--- src/rtl/freq_report_framer.sv ---
// Latches two 64-bit frequency results and, on each report tick, streams two
// 13-byte checksummed frames (channel 1 then channel 2) to a byte transmitter.
module freq_report_framer #(
  parameter int         CLK_FS  = 50000000,
  parameter int         SEND_HZ = 10,
  parameter logic [7:0] HDR0    = 8'hAA,
  parameter logic [7:0] HDR1    = 8'h55,
  parameter int         BUSY_TO = 15
) (
  input  logic        sys_clk,
  input  logic        sys_rst_n,
  input  logic [63:0] freq_data_1,
  input  logic        freq_done_1,
  input  logic [63:0] freq_data_2,
  input  logic        freq_done_2,
  input  logic        tx_busy,
  output logic [7:0]  tx_data,
  output logic        tx_en,
  output logic        frame_active
);

  localparam int PERIOD = CLK_FS / SEND_HZ;
  localparam int TW     = $clog2(PERIOD);
  localparam int WW     = $clog2(BUSY_TO + 1);
  localparam logic [TW-1:0] T_LAST = TW'(PERIOD - 1);
  localparam logic [WW-1:0] W_LAST = WW'(BUSY_TO - 1);

  typedef enum logic [2:0] {IDLE, LOAD, START, WAIT_HI, WAIT_LO, NEXT} state_t;
  state_t state, state_nx;

  logic [TW-1:0] tcnt;
  logic          tick;
  logic [63:0]   cap_1, cap_2, snap_1, snap_2;
  logic          fresh_1, fresh_2, ovr;
  logic [7:0]    status_1, status_2;
  logic [3:0]    idx;
  logic          ch2;
  logic [WW-1:0] wcnt;
  logic          snap_take;
  logic          tx_en_nx;
  logic [7:0]    cur_byte;

  // Byte idx of a frame; the checksum covers ID, STATUS and the eight data bytes.
  function automatic logic [7:0] frame_byte(input logic [3:0] i, input logic [7:0] id,
                                            input logic [7:0] st, input logic [63:0] d);
    logic [7:0] cks;
    logic [7:0] b;
    cks = id + st;
    for (int k = 0; k < 8; k++) cks = cks + d[8*k +: 8];
    case (i)
      4'd0:    b = HDR0;
      4'd1:    b = HDR1;
      4'd2:    b = id;
      4'd3:    b = st;
      4'd12:   b = cks;
      default: b = (i <= 4'd11) ? 8'(d >> {4'd11 - i, 3'b000}) : 8'h00;
    endcase
    return b;
  endfunction

  assign tick = (tcnt == T_LAST);

  always_ff @(posedge sys_clk or negedge sys_rst_n) begin
    if (!sys_rst_n) tcnt <= '0;
    else if (tick)  tcnt <= '0;
    else            tcnt <= tcnt + 1'b1;
  end

  always_ff @(posedge sys_clk or negedge sys_rst_n) begin
    if (!sys_rst_n) state <= IDLE;
    else            state <= state_nx;
  end

  always_comb begin
    state_nx  = state;
    tx_en_nx  = 1'b0;
    snap_take = 1'b0;
    cur_byte  = ch2 ? frame_byte(idx, 8'h02, status_2, snap_2)
                    : frame_byte(idx, 8'h01, status_1, snap_1);
    case (state)
      IDLE: if (tick) begin
        snap_take = 1'b1;
        state_nx  = LOAD;
      end
      LOAD:  state_nx = START;
      START: if (!tx_busy) begin
        tx_en_nx = 1'b1;
        state_nx = WAIT_HI;
      end
      // A transmitter that never reports busy is assumed to have taken the byte.
      WAIT_HI: begin
        if (tx_busy)              state_nx = WAIT_LO;
        else if (wcnt == W_LAST)  state_nx = NEXT;
      end
      WAIT_LO: if (!tx_busy) state_nx = NEXT;
      NEXT:    state_nx = (idx == 4'd12 && ch2) ? IDLE : LOAD;
      default: state_nx = IDLE;
    endcase
  end

  // A done pulse coincident with a snapshot wins: fresh stays set for the next report.
  always_ff @(posedge sys_clk or negedge sys_rst_n) begin
    if (!sys_rst_n) begin
      cap_1    <= '0;
      cap_2    <= '0;
      fresh_1  <= 1'b0;
      fresh_2  <= 1'b0;
      ovr      <= 1'b0;
      snap_1   <= '0;
      snap_2   <= '0;
      status_1 <= '0;
      status_2 <= '0;
    end else begin
      if (freq_done_1) begin
        cap_1   <= freq_data_1;
        fresh_1 <= 1'b1;
      end else if (snap_take) begin
        fresh_1 <= 1'b0;
      end
      if (freq_done_2) begin
        cap_2   <= freq_data_2;
        fresh_2 <= 1'b1;
      end else if (snap_take) begin
        fresh_2 <= 1'b0;
      end
      if (snap_take)                  ovr <= 1'b0;
      else if (tick && state != IDLE) ovr <= 1'b1;
      if (snap_take) begin
        snap_1   <= cap_1;
        snap_2   <= cap_2;
        status_1 <= {6'b0, ovr, fresh_1};
        status_2 <= {6'b0, ovr, fresh_2};
      end
    end
  end

  always_ff @(posedge sys_clk or negedge sys_rst_n) begin
    if (!sys_rst_n) begin
      idx          <= '0;
      ch2          <= 1'b0;
      wcnt         <= '0;
      tx_data      <= '0;
      tx_en        <= 1'b0;
      frame_active <= 1'b0;
    end else begin
      tx_en <= tx_en_nx;
      case (state)
        IDLE: if (tick) begin
          idx          <= '0;
          ch2          <= 1'b0;
          frame_active <= 1'b1;
        end
        LOAD:    tx_data <= cur_byte;
        START:   wcnt <= '0;
        WAIT_HI: if (!tx_busy && wcnt != W_LAST) wcnt <= wcnt + 1'b1;
        NEXT: begin
          if (idx != 4'd12) begin
            idx <= idx + 4'd1;
          end else if (!ch2) begin
            ch2 <= 1'b1;
            idx <= '0;
          end else begin
            frame_active <= 1'b0;
          end
        end
        default: ;
      endcase
    end
  end

endmodule

--- config.mk ---
export PLATFORM = sky130hd
export DESIGN_NAME = freq_report_framer
export DESIGN_NICKNAME = d
export VERILOG_FILES = /design/src/rtl/freq_report_framer.sv
export SDC_FILE = /design/constraint.sdc
export NUM_CORES = 1
export LEC_CHECK = 0
export CAP_MARGIN = 20
export CORE_MARGIN = 5
export CORE_UTILIZATION = 64
export DETAILED_ROUTE_END_ITERATION = 8
export DONT_BUFFER_PORTS = 1
export PLACE_DENSITY_LB_ADDON = 0.25
export SYNTH_ARGS = -nofsm -noshare
export SYNTH_HDL_FRONTEND = slang
export SYNTH_SLANG_ARGS = --single-unit
--- constraint.sdc ---
create_clock -name sys_clk -period 4.8 [get_ports sys_clk]
set_input_delay 0.48 -clock sys_clk [delete_from_list [all_inputs] [get_ports sys_clk]]
set_output_delay 0.48 -clock sys_clk [all_outputs]
set_load 0.02 [all_outputs]
# After elaboration in Yosys (flattened, before gate mapping)
# Cells that the tools add are included.
op_classes:
  add_sub_neg: 22
  order_cmp: 1
  n_eq_ne: 21
  shift: 2
  muxes: 35
  reduce_logical: 17
ops:
  columns: ["op", "count"]
  rows:
  - ["$shr 64x7->8", 2]
  - ["$add 8x8->8", 14]
  - ["$pmux 8 s5", 2]
  - ["$mux 8", 3]
  - ["$add 23x1->23 const B", 1]
  - ["$eq 23x23->1 const B", 1]
  - ["$mux 23", 1]
  - ["$pmux 3 s6", 1]
  - ["$add 3x8->8", 2]
  - ["$mux 4", 4]
  - ["$pmux 4 s2", 2]
  - ["$mux 1", 15]
  - ["$mux 3", 5]
  - ["$ne 2x2->1 const B", 6]
  - ["$reduce_bool 2->1", 5]
  - ["$add 4x1->4 const B", 2]
  - ["$eq 4x2->1 const B", 2]
  - ["$eq 4x4->1 const B", 2]
  - ["$ne 4x4->1 const B", 2]
  - ["$reduce_and 4->1", 2]
  - ["$eq 3x2->1 const B", 2]
  - ["$eq 3x3->1 const B", 2]
  - ["$ne 3x3->1 const B", 2]
  - ["$reduce_and 3->1", 2]
  - ["13 further kinds", 16]
totals:
  regBits: 308
  inputBits: 133
  output_inout_bits: 10
  wordCells: 115

# Logic depth before layout (Yosys ltp)
depth:
  word_depth: 11
  depth_mapped: 17
  ltp_nobuf: 17

# Worst setup path after synthesis
# Ideal clock, no wire load.
synth_path:
  kind: "flip-flop to flip-flop"
  from: "register snap_1[1]"
  to: "register tx_data[7]"
  setup_time_ps: 127
  t_arrival_ps: 4083
  required_time_ps: 4673
  path_slack_ps: 589
  stages_incl_launch_ff: 17
  n_path_buf: 0
  synth_period_minus_slack_ps: 4211
  path_cell_list: "dfrtp_1 inv_1 fa_1 inv_1 fa_1 fa_1 inv_1 fa_1 inv_1 ha_1 fa_1 a21o_1 a21oi_1 o21ai_0 xnor2_1 a211oi_1 a21oi_1"
synth_via:
  elab_chain_len: 10
synth_lines:
  columns: ["element", "line_no", "source"]
  rows:
  - ["start: declaration", "33", "logic [63:0] cap_1, cap_2, snap_1, snap_2;"]
  - ["start signal: assignment", "129", "snap_1 <= cap_1;"]
  - ["$add 3x8->8", "49", "for (int k = 0; k < 8; k++) cks = cks + d[8*k +: 8];"]
  - ["$add 8x8->8 (7 in a row)", "49", null]
  - ["$pmux 8 s5", "50", "case (i)"]
  - ["$mux 8", "78", "cur_byte = ch2 ? frame_byte(idx, 8'h02, status_2, snap_2)"]
  - ["end signal: assignment", "153", "LOAD: tx_data <= cur_byte;"]
  - ["end: declaration", "17", "output logic [7:0] tx_data,"]
# No other way between the ends.
# A chain may end at the register's enable or synchronous reset.

# Worst setup path in the final report
# Same ends and word-level chain as after synthesis.

==> results_dict.tcl <==
set metrics [dict create \
    path_clk_slew_ns 0.06 \
    clock-sinks 307 \
    rsz0062_at_grt "false" \
    crit_slowest_cell "fa_1" \
    r2r-end "tx_data[7]" \
    synthTopCellsByArea "dfrtp_1 (48%), fa_1 (10%), mux2_2 (9.1%)" \
    pwr-share-seq_pct 51.2 \
    antenna_found_initial 4 \
    first_pass_iters 5 \
    dieArea_um2 28000 \
    outcome "finished with violations" \
    clk_latency_ns 0.56 \
    failed_checks "negative hold slack" \
    critPathMaxFanout 2 \
    synth_area_um2 15900 \
    fp-row-count 57 \
    r2r_start "snap_1[1]" \
    routed_wl_um 31800 \
    clk_path_buf_depth 3 \
    netlist_instances 1382 \
    grt_max_degree 308 \
    numPortBuffers 0 \
    wl_per_cell_um 18.6 \
    synth_cell_types 53 \
    final_cells 1710 \
    slew_headroom_pct 30.3 \
    power_density_nw_per_um2 315 \
    critPathRequiredTime_ns 5.24 \
    crit_family "adder cells" \
    ys_warn_count 0 \
    combPwrFrac_pct 2.4 \
    grt_overflow_total 0 \
    finalCriticalPeriod_ns 4.50 \
    fin_nets 1600 \
    rrSetupSlack_ns 0.30 \
    ir_worst_vdd_uv 283 \
    leakagePower_nw 8.02 \
    fin_util_pct 70.2 \
    root_buffer "clkbuf_16" \
    drtIter0Drc 724 \
    r2r_cells 16 \
    synth-seq-cells 307 \
    core_um2 24400 \
    path_cells "inv_1 -> fa_1 -> inv_1 -> fa_1 -> fa_1 -> inv_1 -> fa_1 -> inv_1 -> ha_1 -> fa_1 -> a21o_1 -> a21oi_1 -> o21ai_0 -> xnor2_1 -> a211oi_1 -> a21oi_1" \
    fin_crit_sh_pct 93.7 \
    grt_pass1_wl_um 53600 \
    synth_top_family_by_area "multiplexers" \
    worstSetupPathType "reg2reg" \
    ys.flop_type "dfrtp_1" \
    synth-async-reset-ratio_pct 100 \
    clockPowerShare_pct 46.4 \
    skew_ns 0.00940 \
    synth_top_area_share_pct 48.4 \
    report.final.slew_viol_count 0 \
    synthAdderAreaFrac_pct 12.2 \
    vias 9669 \
    arrival_ns 4.93 \
    hpwlAfterDp_um 21900 \
    initial_core_util_pct 65.0 \
    hold_class "in2async" \
    gp_routability_congestion 0.901 \
    synth_edf_count 0 \
    tns_ns 0 \
    seq_area_frac_synth_pct 48.4 \
    worst_hold_slack_ns -0.371 \
    ios 143 \
    swShare_pct 20.2 \
    cp-end-kind "register" \
    antenna_cells 0 \
    final_layout_size_suffix_gt1_share_pct 15.4 \
    ant_nets 0 \
    area_delta_synth_final_pct 7.92 \
    tritoncts "done" \
    synth_compound_area_share_pct 5.07 \
    internal-power_mw 4.29 \
    cp_slowest_stage_delay_ns 0.54 \
    hold_viol 307 \
    hold_buffers 1 \
    die_h_um 167 \
    cp-start-kind "register" \
    via_per_inst 5.65 \
    grt_pass1_vias 10399 \
    crit_top_cell "fa_1" \
    synth_mux_area_share_pct 15.4 \
    yosys.area_share.simple_pct 9.47 \
    worst_pin_slew_ns 1.05 \
    drc 0 \
    setup_viol 0 \
    synth.avg_cell_area_um2 11.5 \
    synth_fp_nets 1621 \
    die_w_um 167 \
    cap_violations 0 \
    power_switching_mw 1.09 \
    grtUsageTotal_pct 23.5 \
    numCtsBuffers 31 \
    htree_levels 1 \
    yosys.area.top_type "dfrtp_1" \
    place_inst 1651 \
    crit_buf_inv 4 \
    synthXorXnorAreaFrac_pct 3.16 \
    clock.fmax_ghz 0.222 \
]
cells by family (layout without fill, tap and decap cells):
family,Yosys count,count (layout)
DFF,307,307
buffers and inverters,245,249
xor gates and xnor gates,51,51
and+or+nand+nor,359,359
muxes,171,171
AOI/OAI and AO/OA,143,143
adders and majority gates,106,106
synthesized netlist by cell type (2+ instances only):
master	number
nand3_1	14
nor2_1	36
buf_1	2
a221oi_1	3
mux4_2	23
a211oi_1	2
and2_1	2
nand2_1	261
buf_2	17
o22ai_1	2
o21a_1	2
a21o_1	6
a31oi_1	4
or3_1	3
and3_1	11
nor2b_1	7
clkbuf_1	35
inv_1	184
fa_1	82
dfrtp_1	307
ha_1	24
mux4_1	17
and4_1	3
o31ai_1	3
nor3_1	8
o21ai_1	48
nor4b_1	2
nand4_1	7
xnor3_1	4
mux2_2	128
xnor2_1	34
buf_12	2
mux2i_1	3
buf_4	3
xor2_1	13
o21bai_1	2
a21oi_1	20
o21ai_0	43
layer usage:
layer	share of wire (%)	routed length, µm	track usage, %
met4	2.9	932	6.70
met1	40	12700	30.3
met2	52	16500	41.1
met3	4.9	1560	4.41
met5	0.19	61	0
layout by cell type (no fill, tap or decap), types with 13 or more instances in the layout:
cell type  instances
o21ai_1           48
inv_1            184
a21oi_1           20
xnor2_1           34
clkbuf_16         31
dfrtp_1          306
fa_1              82
o21ai_0           43
nand2_1          260
mux2_2           128
ha_1              24
nor2_1            36
nand3_1           14
mux4_2            23
mux4_1            17
xor2_1            13
how the worst max path moves through the flow:
| stage | from | endpoint | slack (ns) | cells after the start |
|---|---|---|---|---|
| floorplan | snap_1[1] | tx_data[7] | 0.59 | 16 |
| global route | snap_1[1] | tx_data[7] | 0.03 | 16 |
| detailed placement | snap_1[1] | tx_data[7] | 0.29 | 16 |
| finish | snap_1[1] | tx_data[7] | 0.30 | 16 |
| global placement | snap_1[1] | tx_data[7] | 0.41 | 16 |
| CTS | snap_1[1] | tx_data[7] | 0.29 | 16 |
layout make-up:
class	instances	area (µm²)
clock inverter	14	186
timing repair buffer	6	60.1
fill	1760	7270
tap	324	405
multi-input combinational	830	7200
sequential	307	7680
clock buffer	44	885
inverter	185	694
power groups by stage:
stage / clock, mW / combinational (mW) / sequential, mW
final: 2.50 / 0.127 / 2.76
after global routing: 2.66 / 0.140 / 2.77
after CTS: 2.55 / 0.129 / 2.76
after detailed placement: 0 / 0.128 / 2.80
after global placement: 0 / 0.120 / 2.80
after floorplan: 0 / 0.133 / 2.78
flip-flops by register name, summed over array words and instances (netlist names), 4 cells and up:
name	count
wcnt	4
tcnt	23
snap_1	64
snap_2	64
cap_1	64
tx_data	8
idx	4
cap_2	64
timing repair:
item / CTS / global route
gates resized for setup: 0 / 0
hold endpoints to repair: 308 / 307
setup buffers: 0 / 0
through the flow:
stage | total power, mW | instance area (µm²) | hold WS (ns) | setup slack, ns
2_1_floorplan | 2.92 | 15900 | 0.184 | 0.589
3_3_place_gp | 2.92 | 16000 | 0.200 | 0.413
3_5_place_dp | 2.93 | 16000 | 0.202 | 0.293
4_1_cts | 5.43 | 17100 | -0.390 | 0.289
5_1_grt | 5.57 | 17100 | -0.390 | 0.0318
6_report | 5.38 | 17100 | -0.371 | 0.303
Power figures use the tool's default switching activity.
